--- src/rtl/cdc_pkg.sv ---
// rtl/cdc_pkg.sv - shared types and constants for the req/ack crossing blocks
package cdc_pkg;

  typedef enum logic [1:0] {
    IDLE = 2'd0,
    REQ  = 2'd1,
    REL  = 2'd2
  } cdc_hs_state_t;

  // Fewer than two flops on an asynchronous input is never allowed
  localparam int CDC_SYNC_N_MIN = 2;

endpackage

--- src/rtl/sync_ff_ar.sv ---
// rtl/sync_ff_ar.sv - multi-flop synchronizer with asynchronous active-high reset
module sync_ff_ar #(
  parameter int WIDTH = 1,
  parameter int DEPTH = 2
) (
  input  logic             clk,
  input  logic             rst,
  input  logic [WIDTH-1:0] d,
  output logic [WIDTH-1:0] q
);

  logic [WIDTH-1:0] ff [DEPTH];

  // Shift the asynchronous input through DEPTH flops; all clear on reset
  always_ff @(posedge clk or posedge rst) begin
    if (rst) begin
      for (int i = 0; i < DEPTH; i++) ff[i] <= '0;
    end else begin
      ff[0] <= d;
      for (int i = 1; i < DEPTH; i++) ff[i] <= ff[i-1];
    end
  end

  assign q = ff[DEPTH-1];

endmodule

--- src/rtl/cdc_hs_tx.sv ---
// rtl/cdc_hs_tx.sv - source side of a 4-phase req/ack crossing; CDC_HS_TX_SKID_EN adds a one-word skid
module cdc_hs_tx #(
  parameter int W      = 32,
  parameter int SYNC_N = 2
) (
  input  logic         clk,
  input  logic         rst,
  input  logic         in_vld,
  input  logic [W-1:0] in_data,
  output logic         in_rdy,
  output logic         cdc_req,
  output logic [W-1:0] cdc_data,
  input  logic         cdc_ack,
  output logic         busy
);

  import cdc_pkg::*;

  // Clamp so a mis-set parameter still yields a safe synchronizer depth
  localparam int SYNC_D = (SYNC_N < CDC_SYNC_N_MIN) ? CDC_SYNC_N_MIN : SYNC_N;

  cdc_hs_state_t state, state_nxt;
  logic          ack_s;
  logic          take;
  logic          have_word;
  logic [W-1:0]  word;
  logic          launch;

  sync_ff_ar #(
    .WIDTH (1),
    .DEPTH (SYNC_D)
  ) u_ack_sync (
    .clk (clk),
    .rst (rst),
    .d   (cdc_ack),
    .q   (ack_s)
  );

`ifdef CDC_HS_TX_SKID_EN
  logic         skid_vld;
  logic [W-1:0] skid_data;
  logic         skid_load;

  // In IDLE a full skid drains this cycle, so a new word can take its place
  assign in_rdy    = !skid_vld || (state == IDLE);
  assign take      = in_vld && in_rdy;
  assign have_word = skid_vld || take;
  assign word      = skid_vld ? skid_data : in_data;
  assign skid_load = take && ((state != IDLE) || skid_vld);

  // Park words that arrive while a transfer is in flight
  always_ff @(posedge clk or posedge rst) begin
    if (rst) begin
      skid_vld  <= 1'b0;
      skid_data <= '0;
    end else if (skid_load) begin
      skid_vld  <= 1'b1;
      skid_data <= in_data;
    end else if (state == IDLE) begin
      skid_vld  <= 1'b0;
    end
  end
`else
  assign in_rdy    = (state == IDLE);
  assign take      = in_vld && in_rdy;
  assign have_word = take;
  assign word      = in_data;
`endif

  assign busy = (state != IDLE);

  // Next-state decode: launch from IDLE, wait for ack high, then ack low
  always_comb begin
    state_nxt = state;
    launch    = 1'b0;
    case (state)
      IDLE: begin
        if (have_word) begin
          launch    = 1'b1;
          state_nxt = REQ;
        end
      end
      REQ:     if (ack_s)  state_nxt = REL;
      REL:     if (!ack_s) state_nxt = IDLE;
      default: state_nxt = IDLE;
    endcase
  end

  // State, request flop and held crossing data
  always_ff @(posedge clk or posedge rst) begin
    if (rst) begin
      state    <= IDLE;
      cdc_req  <= 1'b0;
      cdc_data <= '0;
    end else begin
      state   <= state_nxt;
      cdc_req <= (state_nxt == REQ);
      if (launch) cdc_data <= word;
    end
  end

endmodule

--- config.mk ---
export PLATFORM = sky130hd
export DESIGN_NAME = cdc_hs_tx
export DESIGN_NICKNAME = d
export VERILOG_FILES = /design/src/rtl/cdc_pkg.sv /design/src/rtl/sync_ff_ar.sv /design/src/rtl/cdc_hs_tx.sv
export SDC_FILE = /design/constraint.sdc
export NUM_CORES = 1
export LEC_CHECK = 0
export ABC_AREA = 0
export BUFFER_PORTS_ARGS = -buffer_cell sky130_fd_sc_hd__buf_2
export CORE_MARGIN = 2
export CORE_UTILIZATION = 45
export CTS_CLUSTER_SIZE = 10
export DETAILED_ROUTE_END_ITERATION = 10
export GPL_TIMING_DRIVEN = 0
export PLACE_DENSITY = 0.83
export SLEW_MARGIN = 20
export SYNTH_ARGS = -nofsm -noshare
export SYNTH_HDL_FRONTEND = slang
export SYNTH_HIERARCHICAL = 1
export SYNTH_SLANG_ARGS = --single-unit
--- constraint.sdc ---
create_clock -name clk -period 3.3 [get_ports clk]
set_input_delay 0.33 -clock clk [delete_from_list [all_inputs] [get_ports clk]]
set_output_delay 0.33 -clock clk [all_outputs]
set_load 0.01 [all_outputs]
=== Yosys cells after proc, flatten, opt, wreduce, memory -nomap -nowiden ===
Index checks and enable logic that the tools add are counted.

* Word-level logic and storage cells: 17
* Bits in registers: 37
* Output and inout port bits: 35
* Input port bits: 36

* Eq/ne operators: 3
* Mux-type cells: 6
* Reductions and logical operators: 3

{| class="wikitable"
|+ Operator list
! operator !! count
|-
| $mux 2 || 3
|-
| $pmux 2 s3 || 1
|-
| $eq 2x1->1 const B || 2
|-
| $eq 2x2->1 const B || 1
|-
| $logic_not 2->1 || 1
|-
| $mux 1 || 2
|-
| $reduce_bool 2->1 || 1
|-
| $logic_and 1x1->1 || 1
|}

=== Logic depth before layout (Yosys ltp) ===
Gate-level depths: netlist of run 1.

* Word-level depth: 5
* Mapped depth: 3
* Gate-level depth less buffers: 2

=== Modules after synthesis ===
The synthesis of run 1 kept the hierarchy.

{| class="wikitable"
|+ Modules (own cells, without submodules)
! module !! cells each !! area an instance (µm²) !! seq. area each (µm²) !! times used
|-
| cdc_hs_tx || 80 || 1337.5 || 875.8 || 1
|-
| sync_ff_ar || 3 || 53.8 || 50.0 || 1
|}

=== Worst setup path after synthesis of run 1 ===
No wires, ideal clock.

* Path kind: register -> register
* From: register state[0]
* To: register cdc_data[24]
* Clock period less this slack: 1.368 ns
* Cell stages (with the launch flop): 4
* Arrival: 1.244 ns
* Path buffers: 1
* Data required time: 3.175 ns
* Path slack: 1.932 ns
* Library setup time: 0.125 ns
* Cell sequence: dfrtp_1 nor3b_4 buf_6 mux2_2

* Longest elaborated chain between the ends: 4

{| class="wikitable"
|+ RTL lines
! item !! RTL line !! RTL
|-
| start: declaration || cdc_hs_tx.sv:22 || <nowiki>cdc_hs_state_t state, state_nxt;</nowiki>
|-
| start signal: assignment || cdc_hs_tx.sv:96 || <nowiki>state <= state_nxt;</nowiki>
|-
| $logic_not 2->1 * || cdc_hs_tx.sv:64, cdc_hs_tx.sv:76 ||
|-
| $logic_and 1x1->1 || cdc_hs_tx.sv:65 || <nowiki>assign take = in_vld && in_rdy;</nowiki>
|-
| $mux 1 || cdc_hs_tx.sv:78 || <nowiki>if (have_word) begin</nowiki>
|-
| $mux 1 * || cdc_hs_tx.sv:76 || <nowiki>case (state)</nowiki>
|-
| end signal: assignment || cdc_hs_tx.sv:98 || <nowiki>if (launch) cdc_data <= word;</nowiki>
|-
| end: declaration || cdc_hs_tx.sv:12 || <nowiki>output logic [W-1:0] cdc_data,</nowiki>
|}

Every way passes the cells marked *; elsewhere a longest branch is shown, timed or not.
A chain may end at the register's enable or synchronous reset.

=== Worst setup path in the final report of run 1 ===
* From: register state[0]
* To: register cdc_data[15]

The elaborated chain is that of the path after synthesis.

==> results of run 1 <==
## logic make-up (layout without fill, tap and decap cells)
| family | after synthesis | after routing | share of synthesized area, % |
|---|---|---|---|
| muxes | 32 | 32 | 25.9 |
| buffers and inverters | 6 | 84 | 3.24 |
| and+or+nand+nor | 5 | 5 | 2.97 |
| xor gates and xnor gates | 1 | 1 | 0.630 |
| AOI/OAI and AO/OA | 2 | 2 | 0.719 |
| DFF | 37 | 37 | 66.5 |
## synth_stat cells
cell      count
dfrtp_1      37
and2_1        1
a21oi_1       2
inv_1         3
mux2_1        2
nor3b_4       1
nand2b_1      2
nor2_1        1
buf_6         3
mux2_2       30
xor2_1        1
## path summary, 6_finish.rpt
check / startpoint / end / slack, ns / depth (start not counted)
max: state[0] / cdc_data[15] / 1.82 / 3
min: cdc_ack / u_ack_sync/ff[1] / 0.1 / 1
max reg2reg: state[0] / cdc_data[15] / 1.82 / 3
min reg2reg: u_ack_sync/ff[1] / u_ack_sync/q / 0.37 / 0
max in group asynchronous: rst / cdc_data[5] / 2.20 / 3
min in group asynchronous: rst / u_ack_sync/ff[1] / 0.38 / 3
## routing by layer
metal  vias up  routed length (um)  global-route usage [%]
met2        43                1430                    30.5
met1       460                 962                    17.7
met5         -                   0                       0
met3         5                 193                    6.55
met4         0                  51                    6.67
li1        439                   -                       -
## power groups by stage
stage / Combinational (mW) / Sequential (mW) / Clock (mW)
2_1_floorplan: 0.356 / 0.899 / 0
3_3_place_gp: 0.738 / 0.786 / 0
3_5_place_dp: 0.768 / 0.806 / 0
4_1_cts: 0.769 / 0.799 / 0.245
5_1_grt: 0.816 / 0.828 / 0.262
6_report: 0.754 / 0.794 / 0.233
## cell type report
cell class                 instances  share of cell area [%]
tap                               33                    2.23
inverter                           3                   0.609
sequential                        37                    50.1
multi-input combinational         40                    22.7
buffer                             3                    1.83
clock buffer                       7                    2.98
timing repair buffer              71                    19.5
## placed cells by master, fill, tap and decap left out, drive strengths merged
cell type / count
a21oi: 2
and2: 1
buf: 73
clkbuf: 7
dfrtp: 37
dlygate4sd3: 1
inv: 3
mux2: 32
nand2b: 2
nor2: 1
nor3b: 1
xor2: 1
## metrics by stage
stage | cell area (um2) | cells
finish | 1850 | 194
floorplan | 1390 | 83
CTS | 1850 | 194
global route | 1850 | 194
global placement | 1780 | 186
detailed placement | 1780 | 186
## timing repair
item	CTS	global route
buffers inserted	0	0
hold endpoints to repair	2	0
hold buffers	1	0
endpoints found under the setup margin	0	0
## flip-flops by register name, summed over array words and instances (netlist names)
register	cells
cdc_data	32
u_ack_sync/q	1
cdc_req	1
state	2
u_ack_sync/ff	1
## worst max-delay path, delay by kind of cell (launching register included)
kind / cells / cell delay (ns)
flops: 1 / 0.47
mux: 1 / 0.35
buf+inv: 1 / 0.20
simple gates: 1 / 0.36
==> impl_metrics.toml, run 1 <==
[timing]
fin_ws_ns = 1.82
fin_crit_sh_pct = 45.0
rsz0062_at_grt = "no"
hold_ws_ns = 0.0990
worst_pin_slew_ns = 0.695
period_minus_slack_ns = 1.48
relSlewSlack_pct = 53.6
final.setup.tns_ns = 0
finClkSkew_ns = 0.00391
setup_viol = 0
hold_viol_final = 0
slew_viol_final = 0
max_freq_ghz = 0.673

[global_routing]
grt_max_degree = 36
grt_antenna_before_repair = 0
track_usage_pct = 17.0
grt_pass1_wl_mm = 4.34
grt_pass1_vias = 1014
gr-total-overflow = 0

[cells_and_area]
multi_input_area_um2 = 420
diodes = 0
nNetsFinal = 197
num-fill-cells = 239
syn_to_final_growth_pct = 32.8
final_core_util_pct = 61.5
drive_gt1_share_pct = 68.9
regArea_um2 = 926

[clocking]
cts_tree = "done"
clock_sinks = 37
ctsResizeCount = 0
clk_path_buf_depth = 2
insertion_delay_ns = 0.33
clk_pin_slew_worst_paths_ns = 0.10
htreeDepth = 2
numCtsBuffers = 5
cts-root-buf = "clkbuf_4"

[logic_synthesis]
ys_top_cells_by_area = "dfrtp_1 (67%), mux2_2 (24%), buf_6 (2.4%)"
synth_top_area_cell = "dfrtp_1"
synthCells = 83
syn-cell-area_um2 = 1390
seq_area_frac_synth_pct = 66.5
synth.avg_cell_area_um2 = 16.8
ys_seq_elements = 37
synth_nets = 119
synth_top_area_share_pct = 66.5
yosys_warnings = 6
yosysUniqueCellTypes = 11

[pwr]
seqPwrFrac_pct = 44.6
p_int_mw = 1.19
finalPower_mw = 1.78
switching_share_pct = 33.3
p_leak_nw = 0.924
power_frac_clock_pct = 13.1
ir_drop_v = 0.000562
pwr-share-comb_pct = 42.3
switchingPower_mw = 0.594
p_per_area_nw_per_um2 = 964

[drt]
wl_mm = 2.64
drt-pass1-iter-count = 2
dr_total_vias = 947
drcViolationCount = 0
vias_per_cell = 4.88
routedWlPerCell_um = 13.6
drtIter0Drc = 14
ant_nets = 0

[critical_path]
cpPeakStageDelay_ns = 0.47
critical_path.max_fanout = 10
worstPathArrival_ns = 1.71
end_kind = "flip-flop"
cp_slowest_cell = "dfrtp_1"
worstPathCellList = "nor3b_4 -> buf_6 -> mux2_2"
required_ns = 3.53
cp-start-kind = "flip-flop"
critical_path_class = "reg2reg"

[status]
status = "finished, final reports clean"

[floorplanning]
die_y_um = 59.6
rows = 20
ios = 71
start_util_pct = 46.3
die_width_um = 59.6
die_area_um2 = 3550
coreArea_um2 = 3000

[placement]
numPortBuffers = 70
gp_congestion = 0.661
dp_hpwl_mm = 2.07
pre_cts_ws_ns = 1.81

[run]
cap_viol_max_count = 0

[worst_hold_path]
min_path_type = "in2reg"
(Power assumes the default switching activity.)
==> inputs of run 2 (changes only) <==
- CORE_UTILIZATION: 45 -> 44
- PLACE_DENSITY: 0.83 -> 0.82
- clock period: 3.3 -> 1.4 ns (I/O delays scaled with it)
==> run 2 against run 1 <==
Against the previous run: routed wire length shrank 0.57%; combinational power increased to 2.6 times the previous value; clock skew up 0.0091 ns; worst hold slack lost 0.067 ns; sequential power increased by 130%; clock power rose by 120%; cell count rose by 11%; cell area rose by 5.7%; flip-flop and latch count did not move; critical path depth grew 1; largest cell class unchanged.
==> impl_metrics.toml, run 2 (same netlist as run 1, synthesis figures left out) <==
[cells_and_area]
reg_top3 = "cdc_data (32), state (2)"
final_cell_mix = "buf_2 (70), dfrtp_1 (35), mux2_2 (28)"
syn_to_final_growth_pct = 40.4
top_register = "cdc_data"
multi_input_area_um2 = 428
final_common_cell = "buf_2"
largest_register_ffs = 32
final_core_util_pct = 64.5
nNetsFinal = 206
diodes = 0
drive_gt1_share_pct = 69.6
final_cell_area_um2 = 1950
regArea_um2 = 928
num-fill-cells = 237

[drt]
drcViolationCount = 0
routedWlPerCell_um = 12.2
drtIter0Drc = 22
vias_per_cell = 4.52
drt-pass1-iter-count = 4
wl_mm = 2.62
dr_total_vias = 972
ant_nets = 0

[timing]
hold_viol_final = 0
fin_crit_sh_pct = 97.9
slew_viol_final = 0
relSlewSlack_pct = 52.6
worst_pin_slew_ns = 0.710
max_freq_ghz = 0.730
finClkSkew_ns = 0.0130
period_minus_slack_ns = 1.37
setup_viol = 0
rsz0062_at_grt = "yes"

[global_routing]
track_usage_pct = 16.1
gr-total-overflow = 0
grt_pass1_wl_mm = 4.10
grt_pass1_vias = 969
grt_max_degree = 36
grt_antenna_before_repair = 0

[floorplanning]
start_util_pct = 46.0
die_width_um = 60.2
coreArea_um2 = 3030
rows = 20
die_y_um = 60.2
ios = 71
die_area_um2 = 3630

[clocking]
numCtsBuffers = 5
insertion_delay_ns = 0.33
clk_pin_slew_worst_paths_ns = 0.11
cts_tree = "done"
htreeDepth = 2
clock_sinks = 37
clk_path_buf_depth = 2
cts-root-buf = "clkbuf_4"

[status]
status = "finished, final reports clean"

[pwr]
finalPower_mw = 4.29
ir_drop_v = 0.000846
p_leak_nw = 0.974
p_per_area_nw_per_um2 = 2190

[worst_hold_path]
hold_path_end = "cdc_data[22]"
hp-start = "in_data[22]"
min_path_type = "in2reg"
min_path_cells = 2

[critical_path]
r2r-end = "cdc_data[19]"
rr_startpoint = "state[0]"
cp-start-kind = "flip-flop"
rrSetupSlack_ns = 0.03
critical_path.max_fanout = 10
worstPathArrival_ns = 1.58
rr_worst_depth = 4
critical_path_class = "reg2reg"
required_ns = 1.61
end_kind = "flip-flop"

[placement]
dp_hpwl_mm = 2.01
gp_congestion = 0.651
numPortBuffers = 70
place_area_um2 = 1800

[run]
cap_viol_max_count = 0
-- run 2: cell count changes in the layout (fill, tap and decap cells not counted), sizes merged --
cell,delta
clkinv,+2
buf,+5
dlygate4sd3,+4
clkbuf,-1
-- run 2: layer usage --
metal | GRT usage, % | routed length (um)
met5 | 0 | 0
met4 | 6.67 | 0
met3 | 6.93 | 206
met2 | 29.0 | 1480
met1 | 16.0 | 938
-- run 2: how the worst max path moves through the flow --
stage | slack (ns) | start | end | cells past startpoint
2_1_floorplan | 0.03 | state[0] | cdc_data[24] | 3
4_1_cts | 0.01 | state[0] | cdc_data[19] | 4
5_1_grt | -0.04 | state[0] | cdc_data[19] | 4
3_3_place_gp | -0.03 | state[0] | cdc_data[29] | 3
3_5_place_dp | -0.08 | state[0] | cdc_data[27] | 3
6_report | 0.03 | state[0] | cdc_data[19] | 4
-- run 2: final cells by class --
type | count | area share (%)
multi-input combinational | 40 | 21.9
inverter | 3 | 0.577
clock inverter | 2 | 0.512
buffer | 3 | 1.92
clock buffer | 6 | 2.11
tap | 44 | 2.82
sequential | 37 | 47.5
timing repair buffer | 80 | 22.6
-- run 2: metrics by stage --
| step | setup slack (ns) | hold WS [ns] | cells | setup TNS (ns) |
|---|---|---|---|---|
| floorplan | 0.0315 | -0.119 | 83 | 0 |
| global placement | -0.0335 | -0.000667 | 197 | -0.774 |
| detailed placement | -0.0822 | 0.00822 | 197 | -2.02 |
| CTS | 0.0105 | 0.00752 | 210 | 0 |
| global route | -0.0395 | 0.00149 | 215 | -0.428 |
| finish | 0.0294 | 0.0322 | 215 | 0 |
-- run 2: where the power goes --
group,internal [mW],switching (mW),leakage (nW)
clock network,0.191,0.315,0.0320
logic,1.09,0.838,0.510
registers,1.59,0.254,0.432
-- run 2: worst max-delay path, cell delays in order, from the launching register on --
cell     delay, ns
dfrtp_2       0.44
nor3b_4       0.18
buf_6         0.14
buf_6         0.14
mux2_2        0.34
-- run 2: what timing repair did --
action / 4_1_cts / 5_1_grt
resized for setup: 3 / 3
hold buffers: 2 / 3
pin swaps: 1 / 0
setup endpoints to repair: 30 / 31
buffers inserted: 3 / 2
hold endpoints to repair: 38 / 3
==> inputs of run 3 (changes only) <==
- CORE_UTILIZATION: 44 -> 45
- CTS_BUF_LIST: unset -> sky130_fd_sc_hd__clkbuf_8
- CTS_CLUSTER_SIZE: 10 -> unset
- PLACE_DENSITY: 0.82 -> 0.83
- SETUP_SLACK_MARGIN: unset -> 0.3
==> run 3 against run 2 <==
Against the previous run: cell area increased by 7.2%; worst hold slack improved by 0.058 ns; utilization increased by 5.2 points; cell count decreased by 5.6%; critical path type unchanged; largest cell class unchanged; largest power group unchanged; highest routed layer is now met4.
==> impl_metrics.toml, run 3 (same netlist as run 1, synthesis figures left out) <==
[cells_and_area]
final_cell_mix = "buf_2 (69), dfrtp_1 (35), mux2_4 (23)"
final_common_cell = "buf_2"
nNetsFinal = 205
syn_to_final_growth_pct = 50.4
multi_input_area_um2 = 514
largest_register_ffs = 32
drive_gt1_share_pct = 71.8
top_register = "cdc_data"
reg_top3 = "cdc_data (32), state (2)"
diodes = 0
num-fill-cells = 233
regArea_um2 = 928
final_core_util_pct = 69.7

[timing]
relSlewSlack_pct = 60.8
rsz0062_at_grt = "yes"
setup_viol = 0
hold_viol_final = 0
fin_crit_sh_pct = 98.7
slew_viol_final = 0
hold_ws_ns = 0.0905
worst_pin_slew_ns = 0.587
period_minus_slack_ns = 1.38
max_freq_ghz = 0.724
finClkSkew_ns = 0.00407

[floorplanning]
start_util_pct = 46.3
die_area_um2 = 3550
die_y_um = 59.6
rows = 20
ios = 71
coreArea_um2 = 3000
die_width_um = 59.6

[pwr]
p_leak_nw = 1.09
ir_drop_v = 0.00142
p_per_area_nw_per_um2 = 2360
finalPower_mw = 4.93

[drt]
wl_mm = 2.95
routedWlPerCell_um = 14.5
vias_per_cell = 4.88
ant_nets = 0
drcViolationCount = 0
drt-pass1-iter-count = 4
dr_total_vias = 991
drtIter0Drc = 6

[global_routing]
grt.busiest_layer = "met2"
grt_antenna_before_repair = 0
grt_pass1_vias = 976
grt_max_degree = 36
grt_pass1_wl_mm = 4.13
use_met3_pct = 5.68
use_met2_pct = 28.1
use_met1_pct = 18.5
gr-total-overflow = 0
track_usage_pct = 16.2

[critical_path]
cp_slowest_cell = "dfrtp_2"
cp-start-kind = "flip-flop"
critPathMostFrequentCell = "buf_6"
required_ns = 1.57
critical_path_class = "reg2reg"
r2r-end = "cdc_data[17]"
worstPathCellList = "nor3b_4 -> buf_6 -> buf_6 -> mux2_2"
rr_startpoint = "state[0]"
end_kind = "flip-flop"
crit_path_start = "state[0]"
rr_worst_depth = 4
cpPeakStageDelay_ns = 0.43
worstPathArrival_ns = 1.55
critical_path.max_fanout = 7
rrSetupSlack_ns = 0.02

[run]
cap_viol_max_count = 0

[worst_hold_path]
hold_path_end = "cdc_data[19]"
hp-start = "in_data[19]"
min_path_type = "in2reg"
min_path_cells = 2

[clocking]
insertion_delay_ns = 0.28
clk_pin_slew_worst_paths_ns = 0.07
cts_tree = "done"
numCtsBuffers = 5
clk_path_buf_depth = 2
clock_sinks = 37
htreeDepth = 2
cts-root-buf = "clkbuf_8"

[placement]
gp_congestion = 0.617
numPortBuffers = 70
dp_hpwl_mm = 1.89

[status]
status = "finished, final reports clean"
-- run 3: worst max-delay path by stage --
| stage | end | slack [ns] | cells after the start |
|---|---|---|---|
| 5_1_grt | cdc_data[11] | -0.02 | 4 |
| 6_report | cdc_data[17] | 0.02 | 4 |
| 2_1_floorplan | cdc_data[24] | 0.03 | 3 |
| 4_1_cts | cdc_data[7] | 0.03 | 4 |
| 3_5_place_dp | cdc_data[6] | -0.1 | 3 |
| 3_3_place_gp | cdc_data[20] | -0.06 | 3 |
-- run 3: area by class of cell --
type / count / area share, %
buffer: 3 / 2.15
clock buffer: 5 / 3.29
timing repair buffer: 79 / 22.5
inverter: 3 / 0.598
sequential: 37 / 44.4
clock inverter: 3 / 0.538
multi-input combinational: 40 / 24.6
tap: 33 / 1.97
-- run 3: critical path, delay by kind of cell (launching register included) --
kind | cells | cell delay, ns
buf+inv | 2 | 0.32
flops | 1 | 0.43
mux | 1 | 0.33
simple gates | 1 | 0.19
-- run 3: through the flow --
step                      instance area, um2  setup slack [ns]  setup TNS, ns  std cells
after floorplan                         1390            0.0315              0         83
after global placement                  1780           -0.0582          -1.58        186
after global routing                    2090           -0.0216         -0.313        203
final                                   2090            0.0182              0        203
after CTS                               1950            0.0286              0        201
after detailed placement                1780           -0.0956          -2.47        186
-- run 3: power by group --
part	leakage [nW]	internal (mW)	total, mW	switching, mW
Clock	0.0519	0.331	0.664	0.332
Combinational	0.606	1.45	2.39	0.946
Sequential	0.432	1.60	1.88	0.276
-- run 3: what timing repair did --
action,CTS,global route
endpoints found under the setup margin,34,69
resized for setup,11,24
gates cloned,1,2
hold buffers,2,0
pin swaps,1,1
setup buffers,4,0
hold endpoints to repair,3,0
-- run 3: layer usage --
metal  part of all wire [%]  up-vias
met5                      0        -
li1                       -      456
met2                     52       42
met3                    6.4        2
met1                     41      491
met4                   0.47        0
